[config.mk]
export PLATFORM = sky130hd
export DESIGN_NAME = rtc_bcdcounter_flat
export DESIGN_NICKNAME = d
export VERILOG_FILES = /design/src/rtl/rtc_bcdcounter_if.sv /design/src/rtl/rtc_bcdcounter.sv /design/src/flat_wrapper.sv
export SDC_FILE = /design/constraint.sdc
export NUM_CORES = 1
export LEC_CHECK = 0
export CAP_MARGIN = 20
export CORE_ASPECT_RATIO = 1.2
export CORE_MARGIN = 5
export CORE_UTILIZATION = 50
export DETAILED_ROUTE_END_ITERATION = 8
export PLACE_DENSITY = 0.76
export SKIP_CTS_REPAIR_TIMING = 1
export SLEW_MARGIN = 20
export SYNTH_ARGS = -nofsm -noshare
export SYNTH_HDL_FRONTEND = slang
export SYNTH_SLANG_ARGS = --single-unit
export TNS_END_PERCENT = 50
[constraint.sdc]
create_clock -name i_clk -period 3.15 [get_ports i_clk]
set_input_delay 0.63 -clock i_clk [delete_from_list [all_inputs] [get_ports i_clk]]
set_output_delay 0.63 -clock i_clk [all_outputs]
set_load 0.02 [all_outputs]
[src/rtl/rtc_bcdcounter_if.sv]
`default_nettype none
// ============================================================================
//  Module   : rtc_bcdcounter_if
//  Purpose  : Control/status bundle for the BCD stopwatch counter.
//             master - drives the control pulses and observes the display.
//             slave  - the counter itself.
//  Signals  : i_startstop  run/stop toggle pulse
//             i_lap        freeze/release display pulse
//             i_clear      zero a paused count pulse
//             o_count      packed BCD mm:ss.hh display value
//             o_running    high while counting (RUN or LAP)
//             o_lapped     high while the display is frozen (LAP)
//             o_wrap       one-cycle pulse on 59:59.99 -> 00:00.00
//  Revision : 1.0 - initial release
// ============================================================================
interface rtc_bcdcounter_if;
    logic        i_startstop;
    logic        i_lap;
    logic        i_clear;
    logic [23:0] o_count;
    logic        o_running;
    logic        o_lapped;
    logic        o_wrap;

    modport master (
        output i_startstop,
        output i_lap,
        output i_clear,
        input  o_count,
        input  o_running,
        input  o_lapped,
        input  o_wrap
    );

    modport slave (
        input  i_startstop,
        input  i_lap,
        input  i_clear,
        output o_count,
        output o_running,
        output o_lapped,
        output o_wrap
    );
endinterface
`default_nettype wire

[src/rtl/rtc_bcdcounter.sv]
`default_nettype none
// ============================================================================
//  Module   : rtc_bcdcounter
//  Purpose  : Stopwatch counting mm:ss.hh in packed BCD with run/stop, lap
//             (frozen display while counting continues) and clear.
//  Ports    : i_clk  - clock, all state changes on the rising edge
//             i_rst  - synchronous active-high reset
//             bus    - rtc_bcdcounter_if.slave control pulses and outputs
//  Params   : TICK_DIV - clock cycles per hundredth-second tick (2..2^24)
//  Revision : 1.0 - initial release
// ============================================================================
module rtc_bcdcounter #(
    parameter int TICK_DIV = 1000000
) (
    input  wire logic         i_clk,
    input  wire logic         i_rst,
    rtc_bcdcounter_if.slave   bus
);

    localparam int              c_PW       = (TICK_DIV > 2) ? $clog2(TICK_DIV) : 1;
    localparam logic [c_PW-1:0] c_TICK_MAX = c_PW'(TICK_DIV - 1);
    // Per-digit maximum, same packing as o_count: 5 9 : 5 9 . 9 9
    localparam logic [23:0]     c_LIMITS   = 24'h595999;

    typedef enum logic [1:0] {
        S_IDLE  = 2'd0,
        S_RUN   = 2'd1,
        S_PAUSE = 2'd2,
        S_LAP   = 2'd3
    } state_t;

    state_t            r_state;
    state_t            w_state_nxt;
    logic [c_PW-1:0]   r_presc;
    logic [c_PW-1:0]   w_presc_nxt;
    logic [23:0]       r_live;
    logic [23:0]       w_live_nxt;
    logic [23:0]       w_live_inc;
    logic [23:0]       r_disp;
    logic [23:0]       w_disp_nxt;
    logic              r_wrap;
    logic              w_carry;
    logic              w_counting;
    logic              w_tick;
    logic              w_lap_act;
    logic              w_clr_act;
    logic              w_zero;

    // Only the highest-priority pulse of a cycle is considered at all.
    assign w_lap_act  = !bus.i_startstop && bus.i_lap;
    assign w_clr_act  = !bus.i_startstop && !bus.i_lap && bus.i_clear;

    // Decisions use the state held before the edge.
    assign w_counting = (r_state == S_RUN) || (r_state == S_LAP);
    assign w_tick     = w_counting && (r_presc == c_TICK_MAX);
    assign w_zero     = (r_state == S_PAUSE) && (w_state_nxt == S_IDLE);

    always_comb begin
        w_state_nxt = r_state;
        case (r_state)
            S_IDLE:  if (bus.i_startstop) w_state_nxt = S_RUN;
            S_RUN: begin
                if (bus.i_startstop)  w_state_nxt = S_PAUSE;
                else if (w_lap_act)   w_state_nxt = S_LAP;
            end
            S_PAUSE: begin
                if (bus.i_startstop)  w_state_nxt = S_RUN;
                else if (w_clr_act)   w_state_nxt = S_IDLE;
            end
            S_LAP: begin
                if (bus.i_startstop)  w_state_nxt = S_PAUSE;
                else if (w_lap_act)   w_state_nxt = S_RUN;
            end
            default: w_state_nxt = S_IDLE;
        endcase
    end

    // BCD ripple increment; a digit at (or somehow above) its limit rolls to
    // zero and passes the carry on. Carry out of the top digit is rollover.
    always_comb begin
        w_live_inc = r_live;
        w_carry    = 1'b1;
        for (int i = 0; i < 6; i++) begin
            if (w_carry) begin
                if (r_live[i*4 +: 4] >= c_LIMITS[i*4 +: 4]) begin
                    w_live_inc[i*4 +: 4] = 4'd0;
                end else begin
                    w_live_inc[i*4 +: 4] = r_live[i*4 +: 4] + 4'd1;
                    w_carry              = 1'b0;
                end
            end
        end
    end

    always_comb begin
        w_presc_nxt = r_presc;
        w_live_nxt  = r_live;
        if (w_zero) begin
            w_presc_nxt = '0;
            w_live_nxt  = '0;
        end else if (w_counting) begin
            w_presc_nxt = (r_presc == c_TICK_MAX) ? '0 : r_presc + c_PW'(1);
            if (w_tick) begin
                w_live_nxt = w_live_inc;
            end
        end
    end

    // The display register doubles as the lap snapshot: it tracks the next
    // live value except while LAP persists, where it holds what was captured
    // on the entry edge.
    always_comb begin
        w_disp_nxt = w_live_nxt;
        if ((w_state_nxt == S_LAP) && (r_state == S_LAP)) begin
            w_disp_nxt = r_disp;
        end
    end

    always_ff @(posedge i_clk) begin
        if (i_rst) begin
            r_state <= S_IDLE;
            r_presc <= '0;
            r_live  <= '0;
            r_disp  <= '0;
            r_wrap  <= 1'b0;
        end else begin
            r_state <= w_state_nxt;
            r_presc <= w_presc_nxt;
            r_live  <= w_live_nxt;
            r_disp  <= w_disp_nxt;
            r_wrap  <= w_tick && w_carry;
        end
    end

    assign bus.o_count   = r_disp;
    assign bus.o_running = (r_state == S_RUN) || (r_state == S_LAP);
    assign bus.o_lapped  = (r_state == S_LAP);
    assign bus.o_wrap    = r_wrap;

endmodule
`default_nettype wire

[src/flat_wrapper.sv]
// flat-port wrapper written by rule: the top's interface ports become plain ports
module rtc_bcdcounter_flat 
#(
    parameter int TICK_DIV = 1000000
)
  (i_clk, i_rst, bus_i_startstop, bus_i_lap, bus_i_clear, bus_o_count, bus_o_running, bus_o_lapped, bus_o_wrap);
  rtc_bcdcounter_if bus_i ();
  input  wire logic i_clk;
  input  wire logic i_rst;
  input wire logic [$bits(bus_i.i_startstop)-1:0] bus_i_startstop;
  input wire logic [$bits(bus_i.i_lap)-1:0] bus_i_lap;
  input wire logic [$bits(bus_i.i_clear)-1:0] bus_i_clear;
  output wire logic [$bits(bus_i.o_count)-1:0] bus_o_count;
  output wire logic [$bits(bus_i.o_running)-1:0] bus_o_running;
  output wire logic [$bits(bus_i.o_lapped)-1:0] bus_o_lapped;
  output wire logic [$bits(bus_i.o_wrap)-1:0] bus_o_wrap;
  assign bus_i.i_startstop = bus_i_startstop;
  assign bus_i.i_lap = bus_i_lap;
  assign bus_i.i_clear = bus_i_clear;
  assign bus_o_count = bus_i.o_count;
  assign bus_o_running = bus_i.o_running;
  assign bus_o_lapped = bus_i.o_lapped;
  assign bus_o_wrap = bus_i.o_wrap;
  rtc_bcdcounter #(.TICK_DIV(TICK_DIV)) u_core (.i_clk(i_clk), .i_rst(i_rst), .bus(bus_i));
endmodule
---- Word level (Yosys, flattened, before mapping) ----
Index checks and enable logic that the tools add are counted.
storage, ports and cells
  register bits ........................... 71
  logic and storage cells ................. 70
  output and inout port bits .............. 27
  input port bits ......................... 5
operators by class
  mux-type cells .......................... 34
  reductions and logical operators ........ 13
  magnitude comparators ................... 6
  eq/ne operators ......................... 5
  add/sub/neg operators ................... 7
operators with widths
  operator                                              count
  two-way mux 24 bit                                    3
  two-way mux 4 bit                                     11
  adder 4 x 1 -> 4 bit (second input constant)          6
  adder 20 x 1 -> 20 bit (second input constant)        1
  == test 20 bit (second input constant)                1
  two-way mux 20 bit                                    1
  >= comparator 4 bit (second input constant)           4
  two-way mux 2 bit                                     7
  two-way mux 1 bit                                     11
  >= comparator 4 x 3 -> 1 bit (second input constant)  2
  one-hot mux 2 bit (4 select lines)                    1
  logical AND 1 bit                                     7
  == test 2 bit (second input constant)                 3
  zero test 2 bit                                       2
  == test 2 x 1 -> 1 bit (second input constant)        1
  zero test 1 bit                                       2
  OR reduction 2 bit                                    1
  logical OR 1 bit                                      1

---- Logic depth before layout (Yosys ltp) ----
  word-level depth ........................ 10
  gate-level depth with buffers ........... 9
  gate-level depth less buffers ........... 7

---- Least setup slack after synthesis ----
No wires, ideal clock.
  path type ............................... register to register
  start ................................... register u_core.r_presc[6]
  end ..................................... register u_core.r_disp[9] (netlist: u_core.bus.o_count[9])
  cell stages (with the launch flop) ...... 7
  setup slack ............................. 0.744 ns
  arrival time ............................ 2.332 ns
  clock period less this slack ............ 2.406 ns
  library setup time ...................... 0.074 ns
  cell sequence ........................... dfxtp_1 -> or4_4 -> or4_4 -> clkbuf_8 -> nor3_4 -> mux2_2 -> o21ai_0
on the way
  word-level cells in the longest chain between the ends .. 5
RTL lines
  what                    line                   RTL
  start, declared         rtc_bcdcounter.sv:34   logic [c_PW-1:0] r_presc;
  start signal, assigned  rtc_bcdcounter.sv:128  r_presc <= w_presc_nxt;
  == test 20 bit          rtc_bcdcounter.sv:55   assign w_tick = w_counting && (r_presc == c_TICK_MAX);
  logical AND 1 bit       rtc_bcdcounter.sv:55
  two-way mux 24 bit      rtc_bcdcounter.sv:103  if (w_tick) begin
  two-way mux 24 bit      rtc_bcdcounter.sv:101  end else if (w_counting) begin
  two-way mux 24 bit      rtc_bcdcounter.sv:98   if (w_zero) begin
  end signal, assigned    rtc_bcdcounter.sv:130  r_disp <= w_disp_nxt;
  end, declared           rtc_bcdcounter.sv:39   logic [23:0] r_disp;
No other way between the ends.
A chain may end at the register's enable or synchronous reset.

---- Worst setup path after layout ----
  start ................................... register u_core.r_presc[6]
  end ..................................... register u_core.r_disp[17] (netlist: u_core.bus.o_count[17])
Same word-level chain as after synthesis.

==> flow_metrics.tcl <==
set metrics [dict create \
    status "finished, final reports clean" \
    end_kind "flip-flop" \
    final_core_util 0.608 \
    grt_max_degree 24 \
    ir_drop_uv 308 \
    slowest_delay_ns 0.66 \
    port_buffers 31 \
    grt_usage 0.191 \
    die_area_um2 8820 \
    layout-drive-gt1-share 0.103 \
    die_x_um 86.6 \
    synth_cell_types 59 \
    drt_wl_total_um 7690 \
    cp.arrival_ns 2.94 \
    cts_max_level 3 \
    worst-path-buf-inv 0 \
    cts_buffers 9 \
    grt_pass1_wl_um 13500 \
    hpwl_um 5390 \
    core_um2 6850 \
    ios 32 \
    synthFlopType "dfxtp_1" \
    cts_tree "built" \
    synthesis.nets 430 \
    row_count 33 \
    rsz0062_at_grt "false" \
    final_hold_viol_count 0 \
    antenna_found_initial 0 \
    via_per_inst 5.53 \
    slowest_stage "or4_4" \
    nNetsFinal 465 \
    initial_core_util 0.514 \
    diodes 0 \
    slew_headroom 0.582 \
    ys_ff_latch 71 \
    syn2layout_area_growth_pct 18.4 \
    cp_max_fo 11 \
    cts_sinks 71 \
    cellLeakagePower_uw 0.00152 \
    worst-path-stages 5 \
    worst_ep_required_time_ns 3.43 \
    synth.avg_cell_area_um2 8.67 \
    powerDensity_nw_per_um2 449 \
    cts_root_buf "clkbuf_8" \
    synthCells 406 \
    hold_path.class "reg -> reg" \
    clkLatencyLatePin_ns 0.34 \
    vias 2947 \
    crit_family "simple AND/OR/NAND/NOR gates" \
    start_kind "flip-flop" \
    drc 0 \
    synth_edf_count 0 \
    clk_pin_slew_ns 0.08 \
    drv_slew 0 \
    grt-ovfl-total 0 \
    r2r_cells 5 \
    grt_pass1_vias 2925 \
    max_freq_mhz 376 \
    min_period_ns 2.66 \
    drtPass1Iterations 4 \
    wl_per_cell_um 14.4 \
    finalSetupViolations 0 \
    whs_path_depth 2 \
    syn_area_um2 3520 \
    place_congestion 0.823 \
    tightest_slew_ns 0.619 \
    fillers 627 \
    cp_common_cell "or4_4" \
    path_class "reg -> reg" \
    timing.final.crit_share 0.845 \
    path_cells "or4_4 > or4_4 > nor4_4 > mux2_4 > o21ai_1" \
    ant_nets 0 \
    die_y_um 102 \
    synthArstFlopShare 0 \
    skew_ns 0.00807 \
    maxCapViolCount 0 \
    yosysSeqAreaShare 0.404 \
    clk_path_buf_depth 2 \
    drt-initial-drc-count 101 \
    finalSetupTns_ns 0 \
    synth_warnings 0 \
]
-- power by group --
part	internal [uW]	switching (uW)
clock	545	346
combinational	26.4	43.1
sequential	903	7.43
total	1470	397
-- area by class of cell --
cell class,instances,area (um2),share of cell area
Multi-Input combinational cell,302,1950,0.469
Sequential cell,71,1420,0.341
Timing Repair Buffer,39,370,0.0889
Clock buffer,10,138,0.0330
Tap cell,87,109,0.0261
Clock inverter,6,108,0.0258
Inverter,18,67.6,0.0162
-- worst min-delay path, stage by stage (launching register included) --
cell     delay [ns]
dfxtp_1        0.31
nand2_1        0.05
o21ai_1        0.05
-- flip-flops by register name, indices dropped and copies added, names as in the netlist --
| name | cells |
|---|---|
| u_core.r_state | 2 |
| u_core.bus.o_count | 24 |
| u_core.r_presc | 20 |
| u_core.bus.o_wrap | 1 |
| u_core.r_live | 24 |
-- layout by cell type (no fill, tap or decap), drive strengths merged, types with 13 or more instances in the layout --
cell | synthesis | routed
a21oi | 20 | 20
clkdlybuf4s50 | 0 | 31
dfxtp | 71 | 71
ha | 19 | 19
inv | 18 | 18
nand2 | 45 | 45
nand3 | 20 | 20
nand4 | 13 | 13
nor2 | 51 | 51
o21ai | 19 | 19
-- cells by family after synthesis --
kind of cell / after synthesis / synth area share
AO/OA/AOI/OAI: 69 / 0.125
XOR/XNOR: 21 / 0.0523
adder cells (fa/ha/maj): 19 / 0.0675
buffers and inverters: 33 / 0.0409
flip-flops: 71 / 0.404
multiplexers: 10 / 0.0313
AND/OR/NAND/NOR: 183 / 0.279
-- per-stage QoR --
step	total power (uW)	area, um2	hold slack [ns]	worst slack (ns)	std cells
floorplan	974	3520	0.462	0.744	406
global placement	1000	3920	0.437	0.533	517
detailed placement	1000	3920	0.437	0.494	517
CTS	1880	4170	0.448	0.482	533
global route	1930	4170	0.467	0.304	533
finish	1870	4170	0.446	0.489	533
-- synthesized netlist by cell type (3+ instances only) --
| cell | count | share of area |
|---|---|---|
| nor2b_1 | 3 | 0.0053 |
| nand2_1 | 45 | 0.048 |
| o21ai_1 | 4 | 0.0057 |
| and2_1 | 4 | 0.0071 |
| nand4_1 | 12 | 0.021 |
| mux2_2 | 4 | 0.013 |
| a41oi_1 | 3 | 0.0075 |
| and4_1 | 4 | 0.010 |
| nand3_1 | 20 | 0.028 |
| dfxtp_1 | 71 | 0.40 |
| o21ai_0 | 15 | 0.021 |
| nand2b_1 | 3 | 0.0053 |
| nor2_1 | 50 | 0.053 |
| o31ai_1 | 5 | 0.011 |
| xor2_1 | 10 | 0.025 |
| mux2i_1 | 5 | 0.014 |
| o211ai_1 | 6 | 0.013 |
| nor3_1 | 8 | 0.011 |
| xnor2_1 | 11 | 0.027 |
| and3_1 | 3 | 0.0053 |
| ha_1 | 19 | 0.068 |
| or3b_2 | 3 | 0.0075 |
| clkbuf_1 | 9 | 0.0096 |
| inv_1 | 18 | 0.019 |
| a21oi_1 | 20 | 0.028 |
| nor4_1 | 5 | 0.0089 |
-- per-layer routing --
layer,part of all wire,track usage,wire (um),vias to the layer above
met5,0,0,0,-
met2,0.49,0.327,3760,61
met4,0.015,0.0743,115,0
met1,0.45,0.232,3420,1376
met3,0.051,0.0419,392,11
li1,-,-,-,1499
-- final timing paths --
check                                 to              startpoint  slack, ns
setup / recovery  u_core.bus.o_count[17]       u_core.r_presc[6]       0.49
hold / removal    u_core.bus.o_count[17]  u_core.bus.o_count[17]       0.45
setup reg to reg  u_core.bus.o_count[17]       u_core.r_presc[6]       0.49
hold reg to reg   u_core.bus.o_count[17]  u_core.bus.o_count[17]       0.45
Note: power is estimated with default switching activity, not from simulation.
